--- config.mk ---
export PLATFORM = sky130hd
export DESIGN_NAME = div_monitor
export DESIGN_NICKNAME = d
export VERILOG_FILES = /design/src/rtl/div_monitor.sv
export SDC_FILE = /design/constraint.sdc
export NUM_CORES = 1
export LEC_CHECK = 0
export CAP_MARGIN = 25
export CORE_AREA = 2 2 58 82
export DETAILED_ROUTE_END_ITERATION = 8
export DIE_AREA = 0 0 60 84
export PLACE_DENSITY = 0.77
export SYNTH_ARGS = -nofsm -noshare
export SYNTH_HDL_FRONTEND = slang
export SYNTH_SLANG_ARGS = --single-unit
--- constraint.sdc ---
create_clock -name clk -period 1.75 [get_ports clk]
set_clock_uncertainty 0.1 [all_clocks]
set_input_delay 0.35 -clock clk [delete_from_list [all_inputs] [get_ports clk]]
set_output_delay 0.35 -clock clk [all_outputs]
set_load 0.01 [all_outputs]
--- src/rtl/div_monitor.sv ---
// div_monitor: measures period and high time of a divided clock,
// tracks lock against an expected ratio, flags errors and timeouts.
module div_monitor #(
   parameter int CNT_W      = 8,
   parameter int EXP_PERIOD = 3,
   parameter int LOCK_CNT   = 4
) (
   input  logic             clk,
   input  logic             rst,
   input  logic             div_in,
   output logic [CNT_W-1:0] period,
   output logic [CNT_W-1:0] high_time,
   output logic             meas_valid,
   output logic             locked,
   output logic             err,
   output logic             timeout
);

   localparam logic [CNT_W-1:0] EXP = CNT_W'(EXP_PERIOD);
   localparam logic [CNT_W-1:0] ONE = CNT_W'(1);
   localparam logic [CNT_W-1:0] SAT = '1;
   localparam logic [3:0]       LCK = 4'(LOCK_CNT);

   typedef enum logic {
      WAIT_EDGE = 1'b0,
      RUN       = 1'b1
   } state_t;

   state_t           state;
   state_t           state_nxt;
   logic             s1;
   logic             s2;
   logic             s3;
   logic             rise;
   logic             fall;
   logic [CNT_W-1:0] per_cnt;
   logic [CNT_W-1:0] hi_cnt;
   logic [CNT_W-1:0] hi_lat;
   logic [3:0]       match_cnt;
   logic [3:0]       match_nxt;
   logic [CNT_W-1:0] period_nxt;
   logic [CNT_W-1:0] high_nxt;
   logic             mv_nxt;
   logic             lock_nxt;
   logic             err_nxt;
   logic             to_nxt;

   assign rise = s2 & ~s3;
   assign fall = ~s2 & s3;

   // two-flop synchronizer plus one history flop for edge detection
   always_ff @(posedge clk or negedge rst) begin
      if (!rst) begin
         s1 <= 1'b0;
         s2 <= 1'b0;
         s3 <= 1'b0;
      end else begin
         s1 <= div_in;
         s2 <= s1;
         s3 <= s2;
      end
   end

   // rise-to-rise and high-time counters, high time captured on fall
   always_ff @(posedge clk or negedge rst) begin
      if (!rst) begin
         per_cnt <= '0;
         hi_cnt  <= '0;
         hi_lat  <= '0;
      end else begin
         if (rise)
            per_cnt <= ONE;
         else if (per_cnt != SAT)
            per_cnt <= per_cnt + ONE;
         if (rise)
            hi_cnt <= ONE;
         else if (s2 && hi_cnt != SAT)
            hi_cnt <= hi_cnt + ONE;
         if (fall)
            hi_lat <= hi_cnt;
      end
   end

   // state and registered result/pulse outputs
   always_ff @(posedge clk or negedge rst) begin
      if (!rst) begin
         state      <= WAIT_EDGE;
         match_cnt  <= '0;
         period     <= '0;
         high_time  <= '0;
         meas_valid <= 1'b0;
         locked     <= 1'b0;
         err        <= 1'b0;
         timeout    <= 1'b0;
      end else begin
         state      <= state_nxt;
         match_cnt  <= match_nxt;
         period     <= period_nxt;
         high_time  <= high_nxt;
         meas_valid <= mv_nxt;
         locked     <= lock_nxt;
         err        <= err_nxt;
         timeout    <= to_nxt;
      end
   end

   // publish on rise once armed, run lock logic, detect a stalled input
   always_comb begin
      state_nxt  = state;
      match_nxt  = match_cnt;
      period_nxt = period;
      high_nxt   = high_time;
      mv_nxt     = 1'b0;
      lock_nxt   = locked;
      err_nxt    = 1'b0;
      to_nxt     = 1'b0;
      unique case (state)
         WAIT_EDGE: begin
            if (rise)
               state_nxt = RUN;
         end
         RUN: begin
            if (rise) begin
               period_nxt = per_cnt;
               high_nxt   = hi_lat;
               mv_nxt     = 1'b1;
               if (per_cnt == EXP) begin
                  if (match_cnt != LCK)
                     match_nxt = match_cnt + 4'd1;
                  if (match_nxt == LCK)
                     lock_nxt = 1'b1;
               end else begin
                  match_nxt = '0;
                  lock_nxt  = 1'b0;
                  err_nxt   = locked;
               end
            end else if (per_cnt == SAT) begin
               to_nxt    = 1'b1;
               lock_nxt  = 1'b0;
               match_nxt = '0;
               state_nxt = WAIT_EDGE;
            end
         end
         default: state_nxt = WAIT_EDGE;
      endcase
   end

endmodule

==> Yosys cells after proc, flatten, opt, wreduce, memory -nomap -nowiden <==
Index checks and enable logic that the tools add are counted.
{ "word_totals": {"register_bits": 52, "latch_bits": 0, "ram_bits": 0, "rom_bits": 0, "memories": 0} }
{ "op_classes": {"addsub": 3, "multipliers": 0, "div": 0, "order_cmp": 0, "eq_ne": 7, "shift": 0, "n_mux": 26, "n_bitwise": 5, "n_reduce_logical": 7} }
{ "ops": {"columns": ["operator", "count"], "rows": [
  ["8-bit 2-to-1 mux", 4],
  ["4-bit 2-to-1 mux", 7],
  ["8-bit by 1-bit adder with 8-bit output, second input constant", 2],
  ["8-bit != test, second input constant", 2],
  ["1-bit 2-to-1 mux", 14],
  ["8-bit by 2-bit == test with 1-bit output, second input constant", 1],
  ["8-bit == test, second input constant", 1],
  ["2-bit nonzero test", 3],
  ["4-bit by 1-bit adder with 4-bit output, second input constant", 1],
  ["4-bit by 3-bit == test with 1-bit output, second input constant", 1],
  ["4-bit by 3-bit != test with 1-bit output, second input constant", 1],
  ["2-bit AND reduction", 2],
  ["3-bit by 2-bit != test with 1-bit output, second input constant", 1],
  ["1-bit inverter", 3],
  ["3-bit AND reduction", 1],
  ["1-bit bitwise AND", 2],
  ["1-bit one-hot mux with 2 select lines", 1],
  ["1-bit logical AND", 1]
]} }

==> Longest topological paths before layout <==
Gate-level depths: netlist of the first run.
{ "depth": {"ltp_word": 9, "mapped_depth": 8, "depth_no_buf": 6} }

==> Least setup slack after synthesis of the first run <==
No wires, ideal clock.
{ "synth_timing": {"path_kind": "reg2reg", "start": "register s3", "end": "register high_time[7]", "setup_time_ps": 125, "arrival_time_ps": 1379, "slack_ps": 147, "path_stages_with_launch": 8, "period_less_slack_ps": 1603, "path_cell_list": "dfrtp_1 buf_6 nor2b_2 buf_6 nand2_8 inv_6 buf_4 mux2_2"} }
{ "synth_between": {"elab_chain_cells": 3} }
{ "synth_rtl": {"columns": ["item", "line", "text"], "rows": [
  ["start: declaration", "33", "logic s3;"],
  ["start signal: assignment", "56", "s3 <= 1'b0;"],
  ["start signal: assignment", "60", "s3 <= s2;"],
  ["1-bit inverter", "48", "assign rise = s2 & ~s3;"],
  ["1-bit bitwise AND", "48", null],
  ["2-bit AND reduction (no source line)", null, null],
  ["end signal: assignment", "99", "high_time <= high_nxt;"],
  ["end: declaration", "12", "output logic [CNT_W-1:0] high_time,"]
]} }
Every way passes these cells.
A chain may end at the register's enable or synchronous reset.

==> Worst setup path in the final report of the first run <==
{ "layout_timing": {"start": "register period[2]", "end": "output period[2]"} }
{ "layout_rtl": {"columns": ["item", "line", "text"], "rows": [
  ["start: declaration", "11", "output logic [CNT_W-1:0] period,"],
  ["start signal: assignment", "98", "period <= period_nxt;"]
]} }
No word-level cell between the ends.

==> results of run 1 <==
power by group through the flow:
stage               combinational [W]  clock (W)  sequential (W)
CTS                          0.000507   0.000693         0.00147
floorplan                    0.000245          0         0.00150
global route                 0.000566   0.000745         0.00149
global placement             0.000491          0         0.00149
finish                       0.000504   0.000670         0.00147
detailed placement           0.000500          0         0.00149
cells in the mapped netlist (5+ instances only):
library cell,instances,area [µm²]
a21oi_1,9,45.0
a31oi_1,6,37.5
dfrtp_1,52,1300
inv_1,8,30.0
mux2_2,13,146
nand2_1,37,139
nand3_1,5,25.0
nand4_1,7,43.8
nor2_1,9,33.8
o21ai_0,11,55.1
routing by layer:
metal	global-route usage	vias to the layer above	part of all wire
li1	-	832	-
met1	0.238	841	0.42
met2	0.331	35	0.53
met3	0.0372	9	0.029
met4	0.0909	0	0.019
met5	0	-	0
kinds of logic after synthesis:
| family | after synthesis | share of synthesized area |
|---|---|---|
| multiplexers | 15 | 0.0707 |
| flip-flops | 52 | 0.553 |
| XOR/XNOR | 5 | 0.0186 |
| buffers and inverters | 15 | 0.0351 |
| AO/OA/AOI/OAI | 43 | 0.121 |
| AND/OR/NAND/NOR | 82 | 0.180 |
| adder cells (fa/ha/maj) | 4 | 0.0213 |
worst reg2reg max path, cell delays in order (launching register included):
cell and delay, ns:
dfrtp_1 0.44, ha_2 0.28, nand4_1 0.15, nor2_1 0.20
nand3_2 0.16, a21o_1 0.21
timing repair:
item	4_1_cts	5_1_grt
endpoints found under the setup margin	0	15
buffers inserted	0	0
gates resized for setup	0	5
hold buffers	1	0
endpoints found under the hold margin	52	0
stage by stage:
step | utilization | worst slack [ns] | hold slack [ns] | area, µm² | std cells
after floorplan | - | 0.147 | -0.0456 | 2350 | 216
after global placement | 0.614 | 0.123 | 0.241 | 2700 | 305
after detailed placement | 0.614 | 0.0924 | 0.238 | 2700 | 305
after CTS | 0.637 | 0.00747 | 0.258 | 2800 | 314
after global routing | 0.641 | 0.00252 | 0.260 | 2810 | 314
final | 0.641 | 0.0826 | 0.255 | 2810 | 314
registers in the layout, summed over array words and instances (netlist names), 4 cells and up:
register   flops
hi_lat         8
per_cnt        8
period         8
match_cnt      4
high_time      8
hi_cnt         8
area by class of cell:
type	instances	area share
Clock inverter	2	0.00578
Clock buffer	6	0.0258
Inverter	9	0.0138
Timing Repair Buffer	34	0.115
Multi-Input combinational cell	149	0.350
Sequential cell	52	0.463
Tap cell	62	0.0276
placed cells by master, fill, tap and decap left out, drive strengths merged, types with 2 or more instances in the layout:
cell,synthesis,layout
dfrtp,52,52
nand2,38,38
clkdlybuf4s50,0,20
mux2,13,13
buf,5,12
o21ai,11,11
a21oi,10,10
inv,9,9
nor2,9,9
nand4,7,7
a31oi,7,7
clkbuf,1,6
nand3,5,5
nand2b,4,4
and3,4,4
ha,4,4
and4,3,3
xnor2,3,3
a21o,3,3
nor2b,3,3
nor3,2,2
nand3b,2,2
a211oi,2,2
xor2,2,2
or3,2,2
mux2i,2,2
how the worst max path moves through the flow:
stage | start | end | slack, ns
floorplan | s3 | high_time[7] | 0.15
global placement | match_cnt[0] | match_cnt[0] | 0.12
detailed placement | per_cnt[0] | per_cnt[1] | 0.09
CTS | locked | locked | 0.007
global route | per_cnt[0] | per_cnt[6] | 0.003
finish | period[2] | period[2] | 0.08
==> results.md, run 1 <==
- Crit path largest cell delay: 0.54 ns
- CTS root buffer: clkbuf_8
- Total grt overflow: 0
- Slew Viols, Final: 0
- Crit share post-route: 0.953
- Max Root-Sink Buffers: 2
- Crit path launch type: flop
- Share of post-route cells with drive strength above 1: 0.175
- Max Clk Rate: 0.600 GHz
- Width of the die: 60 µm
- Dpl hpwl: 3050 µm
- Netlist Area Pre-Place: 2350 µm²
- Worst skew pair latency: 0.31 ns
- Crit path cell chain: clkdlybuf4s50_1
- Total of warnings raised by yosys: 0
- Reg2Reg Depth: 5
- Synth Flop Type: dfrtp_1
- Flop2flop setup slack: 0.09 ns
- RR Endpoint: state
- DR vias/cell: 5.47
- Worst hold path class: reg -> reg
- DIE AREA: 5040 µm²
- I/O pin cnt: 23
- Critical path arrival: 1.22 ns
- Antenna violations before repair: 0
- Post-synth EDFFs: 0
- Avg WL per Cell: 14.1 µm
- Req. time, crit path: 1.30 ns
- Leakage: 1.29 nW
- Largest net degree at the start of global routing: 53
- Worst-margin pin slew: 0.389 ns
- Sequential share of power: 0.556
- Status: completed
- Vias in the first global route: 1716
- Total Wirelength: 4440 µm
- Final nets: 258
- Synth Instances: 216
- Sequential share of the synthesized area: 0.553
- Max-cap viol count: 0
- Highest fanout seen on the critical path: 2
- H-tree depth: 2
- Family with the most delay on the worst path: buffers and inverters
- Synth Register Bits: 52
- Total Negative Setup Slacks: 0 ns
- Hold Crit Endpoint: s2
- # DRC: 0
- Storage cell area: 1300 µm²
- Syn-to-layout area delta: 19.6%
- Via count: 1717
- Unrepaired setup endpoints after global routing: false
- Min Clock Period, post-route: 1.67 ns
- Async SR Flop Fraction: 1.00
- Sw frac: 0.287
- Internal power: 0.00189 W
- Die H: 84 µm
- # clock sinks: 52
- Stages on worst setup path: 1
- Num CTS Buffers: 5
- Detailed-router iteration count before antenna repair: 4
- Rows: 29
- P per Cell Area: 940 nW/µm²
- Routed Antenna Nets: 0
- Initial DRC count: 128
- Crit path capture type: output pin
- Port Buffers: 22
- Syn nets: 223
- Antenna diodes: 0
- Relative slew slack: 0.740
- Synth Area per Inst: 10.9 µm²
- Filler cells: 332
- Initial Util: 0.536
- Crit path buf inv count: 1
- Final setup violating endpoints: 0
- Worst Hold Depth: 0
- Overall Global Routing Usage: 0.198
- Sw power: 0.000758 W
- Max VDD drop: 0.712 mV
- Crit-path slowest cell: clkdlybuf4s50_1
- First-pass GRT wire length: 7560 µm
- Worst hold start: s1
- Area occupied by multi-input gates: 983 µm²
- Synth unique cells: 46
- Worst-path clk slew: 0.10 ns
- Core Region: 4390 µm²
- Final hold violations: 0
- TritonCTS clock tree: yes
- Logic pwr share: 0.191
- Reg2reg start: per_cnt[0]
- Routability Congestion: 0.915
- Crit Path Class: reg -> out
- Final Total Pwr: 0.00264 W
- Clk network pwr share: 0.253
Note: power is estimated with default switching activity, not from simulation.
==> inputs of run 2 (changes only) <==
- TNS_END_PERCENT: unset -> 20
==> results of run 2 <==
The final DEF is identical to that of run 1; final timing and power are the same.
==> inputs of run 3 (changes only) <==
- PLACE_DENSITY: 0.77 -> 0.76
==> results.md, run 3 (same netlist as run 1, synthesis figures left out) <==
- Status: completed (unchanged)
- Detailed-router iteration count before antenna repair: 4 (unchanged)
- Filler cells: 350 (was 332)
- Avg WL per Cell: 13.6 µm (was 14.1 µm)
- Crit path launch type: flop (unchanged)
- Worst-path clk slew: 0.09 ns (was 0.10 ns)
- Initial Util: 0.536 (unchanged)
- Critical Path Sink: hi_cnt[5] (was period[2])
- Initial DRC count: 94 (was 128)
- Total Negative Setup Slacks: 0 ns (unchanged)
- Worst-margin pin slew: 0.406 ns (was 0.389 ns)
- Total Wirelength: 4290 µm (was 4440 µm)
- H-tree depth: 2 (unchanged)
- Crit. Startpoint: hi_cnt[1] (was period[2])
- Crit path capture type: flop (was output pin)
- Share of post-route cells with drive strength above 1: 0.178 (was 0.175)
- TritonCTS clock tree: yes (unchanged)
- Flop2flop setup slack: 0.09 ns (about the same)
- Req. time, crit path: 1.85 ns (was 1.30 ns)
- Commonest non-fill, non-tap cell in the layout: dfrtp_1 (unchanged)
- Finished Layout Cells: 315 (was 314)
- Final hold violations: 0 (unchanged)
- Max Clk Rate: 0.601 GHz (was 0.600 GHz)
- Reg2Reg Depth: 5 (unchanged)
- Width of the die: 60 µm (unchanged)
- Crit Path Class: reg -> reg (was reg -> out)
- Syn-to-layout area delta: 20.8% (was 19.6%)
- Total grt overflow: 0 (unchanged)
- Min Clock Period, post-route: 1.66 ns (was 1.67 ns)
- Slew Viols, Final: 0 (unchanged)
- Via count: 1678 (was 1717)
- # DRC: 0 (unchanged)
- Crit share post-route: 0.951 (was 0.953)
- Core Region: 4390 µm² (unchanged)
- Worst hold path class: reg -> reg (unchanged)
- DIE AREA: 5040 µm² (unchanged)
- Dpl hpwl: 3040 µm (was 3050 µm)
- Max-cap viol count: 0 (unchanged)
- Antenna diodes: 0 (unchanged)
- Critical path arrival: 1.76 ns (was 1.22 ns)
- Max VDD drop: 0.859 mV (was 0.712 mV)
- Highest fanout seen on the critical path: 5 (was 2)
- CTS root buffer: clkbuf_8 (unchanged)
- Routed Antenna Nets: 0 (unchanged)
- Num CTS Buffers: 5 (unchanged)
- Rows: 29 (unchanged)
- Crit path cell chain: ha_1, and2_1, a31oi_2, a31oi_1, a41o_1 (was clkdlybuf4s50_1)
- Antenna violations before repair: 0 (unchanged)
- I/O pin cnt: 23 (unchanged)
- RR Endpoint: hi_cnt[5] (was state)
- Crit-path slowest cell: dfrtp_1 (was clkdlybuf4s50_1)
- Placed Instances: 306 (was 305)
- Max Root-Sink Buffers: 2 (unchanged)
- Port Buffers: 22 (unchanged)
- Routability Congestion: 0.898 (was 0.915)
- Worst skew pair latency: 0.31 ns (about the same)
- Crit path largest cell delay: 0.43 ns (was 0.54 ns)
- Post-CTS Setup Inserts: 0 (unchanged)
- First-pass GRT wire length: 7470 µm (was 7560 µm)
- P per Cell Area: 986 nW/µm² (was 940 nW/µm²)
- Most frequent cells in the layout: dfrtp_1, nand2_1, clkdlybuf4s50_1, mux2_2 (was dfrtp_1, nand2_1, clkdlybuf4s50_1, mux2_2, o21ai_0)
- DR vias/cell: 5.33 (was 5.47)
- Reg2reg start: hi_cnt[1] (was per_cnt[0])
- Overall Global Routing Usage: 0.198 (about the same)
- Die H: 84 µm (unchanged)
- Vias in the first global route: 1687 (was 1716)
- Relative slew slack: 0.729 (was 0.740)
- Unrepaired setup endpoints after global routing: false (unchanged)
- Final nets: 259 (was 258)
- # clock sinks: 52 (unchanged)
- WHS: 0.263 ns (was 0.255 ns)
- Final setup violating endpoints: 0 (unchanged)
- Largest net degree at the start of global routing: 53 (unchanged)
- Leakage: 1.31 nW (was 1.29 nW)
run 3: timing repair:
action	in CTS	in global routing
resized for setup	0	5
hold endpoints to repair	52	0
setup endpoints to repair	0	7
hold buffers	1	0
run 3: cell type report:
type	instances	area (µm²)	share of cell area
clock buffers	6	72.6	0.0255
multi-input cells	149	982	0.346
repair buffers	35	330	0.116
well taps	62	77.6	0.0273
clock inverters	2	38.8	0.0137
inverters	9	38.8	0.0137
flip-flops and latches	52	1300	0.458
run 3: worst min path at each step:
stage	startpoint	endpoint	slack, ns	cells after the start
after floorplan	rst	err	-0.05	0
after global placement	s1	s2	0.23	0
after detailed placement	s1	s2	0.24	0
after CTS	s1	s2	0.26	0
after global routing	s1	s2	0.27	0
final	s1	s2	0.26	0
run 3: per-stage QoR:
step | power [W] | util | worst slack, ns | cell area (µm²)
global placement | 0.00199 | 0.616 | 0.139 | 2700
floorplan | 0.00174 | - | 0.147 | 2350
detailed placement | 0.00200 | 0.616 | 0.0841 | 2700
CTS | 0.00283 | 0.643 | 0.0193 | 2830
finish | 0.00280 | 0.647 | 0.0850 | 2840
global route | 0.00297 | 0.647 | 0.00546 | 2840
run 3: worst max-delay path: cells and delay by family, from the launching register on:
| family | cells | cell delay (ns) |
|---|---|---|
| flip-flops | 1 | 0.43 |
| adder cells (fa/ha/maj) | 1 | 0.23 |
| AND/OR/NAND/NOR | 1 | 0.22 |
| AO/OA/AOI/OAI | 3 | 0.58 |
run 3: report_power, final:
part | total, W | switching [W] | internal (W)
combinational | 0.000522 | 0.000248 | 0.000275
sequential | 0.00146 | 0.000117 | 0.00134
clock | 0.000821 | 0.000389 | 0.000432
total | 0.00280 | 0.000754 | 0.00205
run 3: metal layers:
| layer | vias up | wire (µm) | GRT usage |
|---|---|---|---|
| met5 | - | 0 | 0 |
| met2 | 32 | 2320 | 0.327 |
| met1 | 807 | 1780 | 0.235 |
| met4 | 0 | 77 | 0.0889 |
| li1 | 833 | - | - |
| met3 | 6 | 123 | 0.0481 |
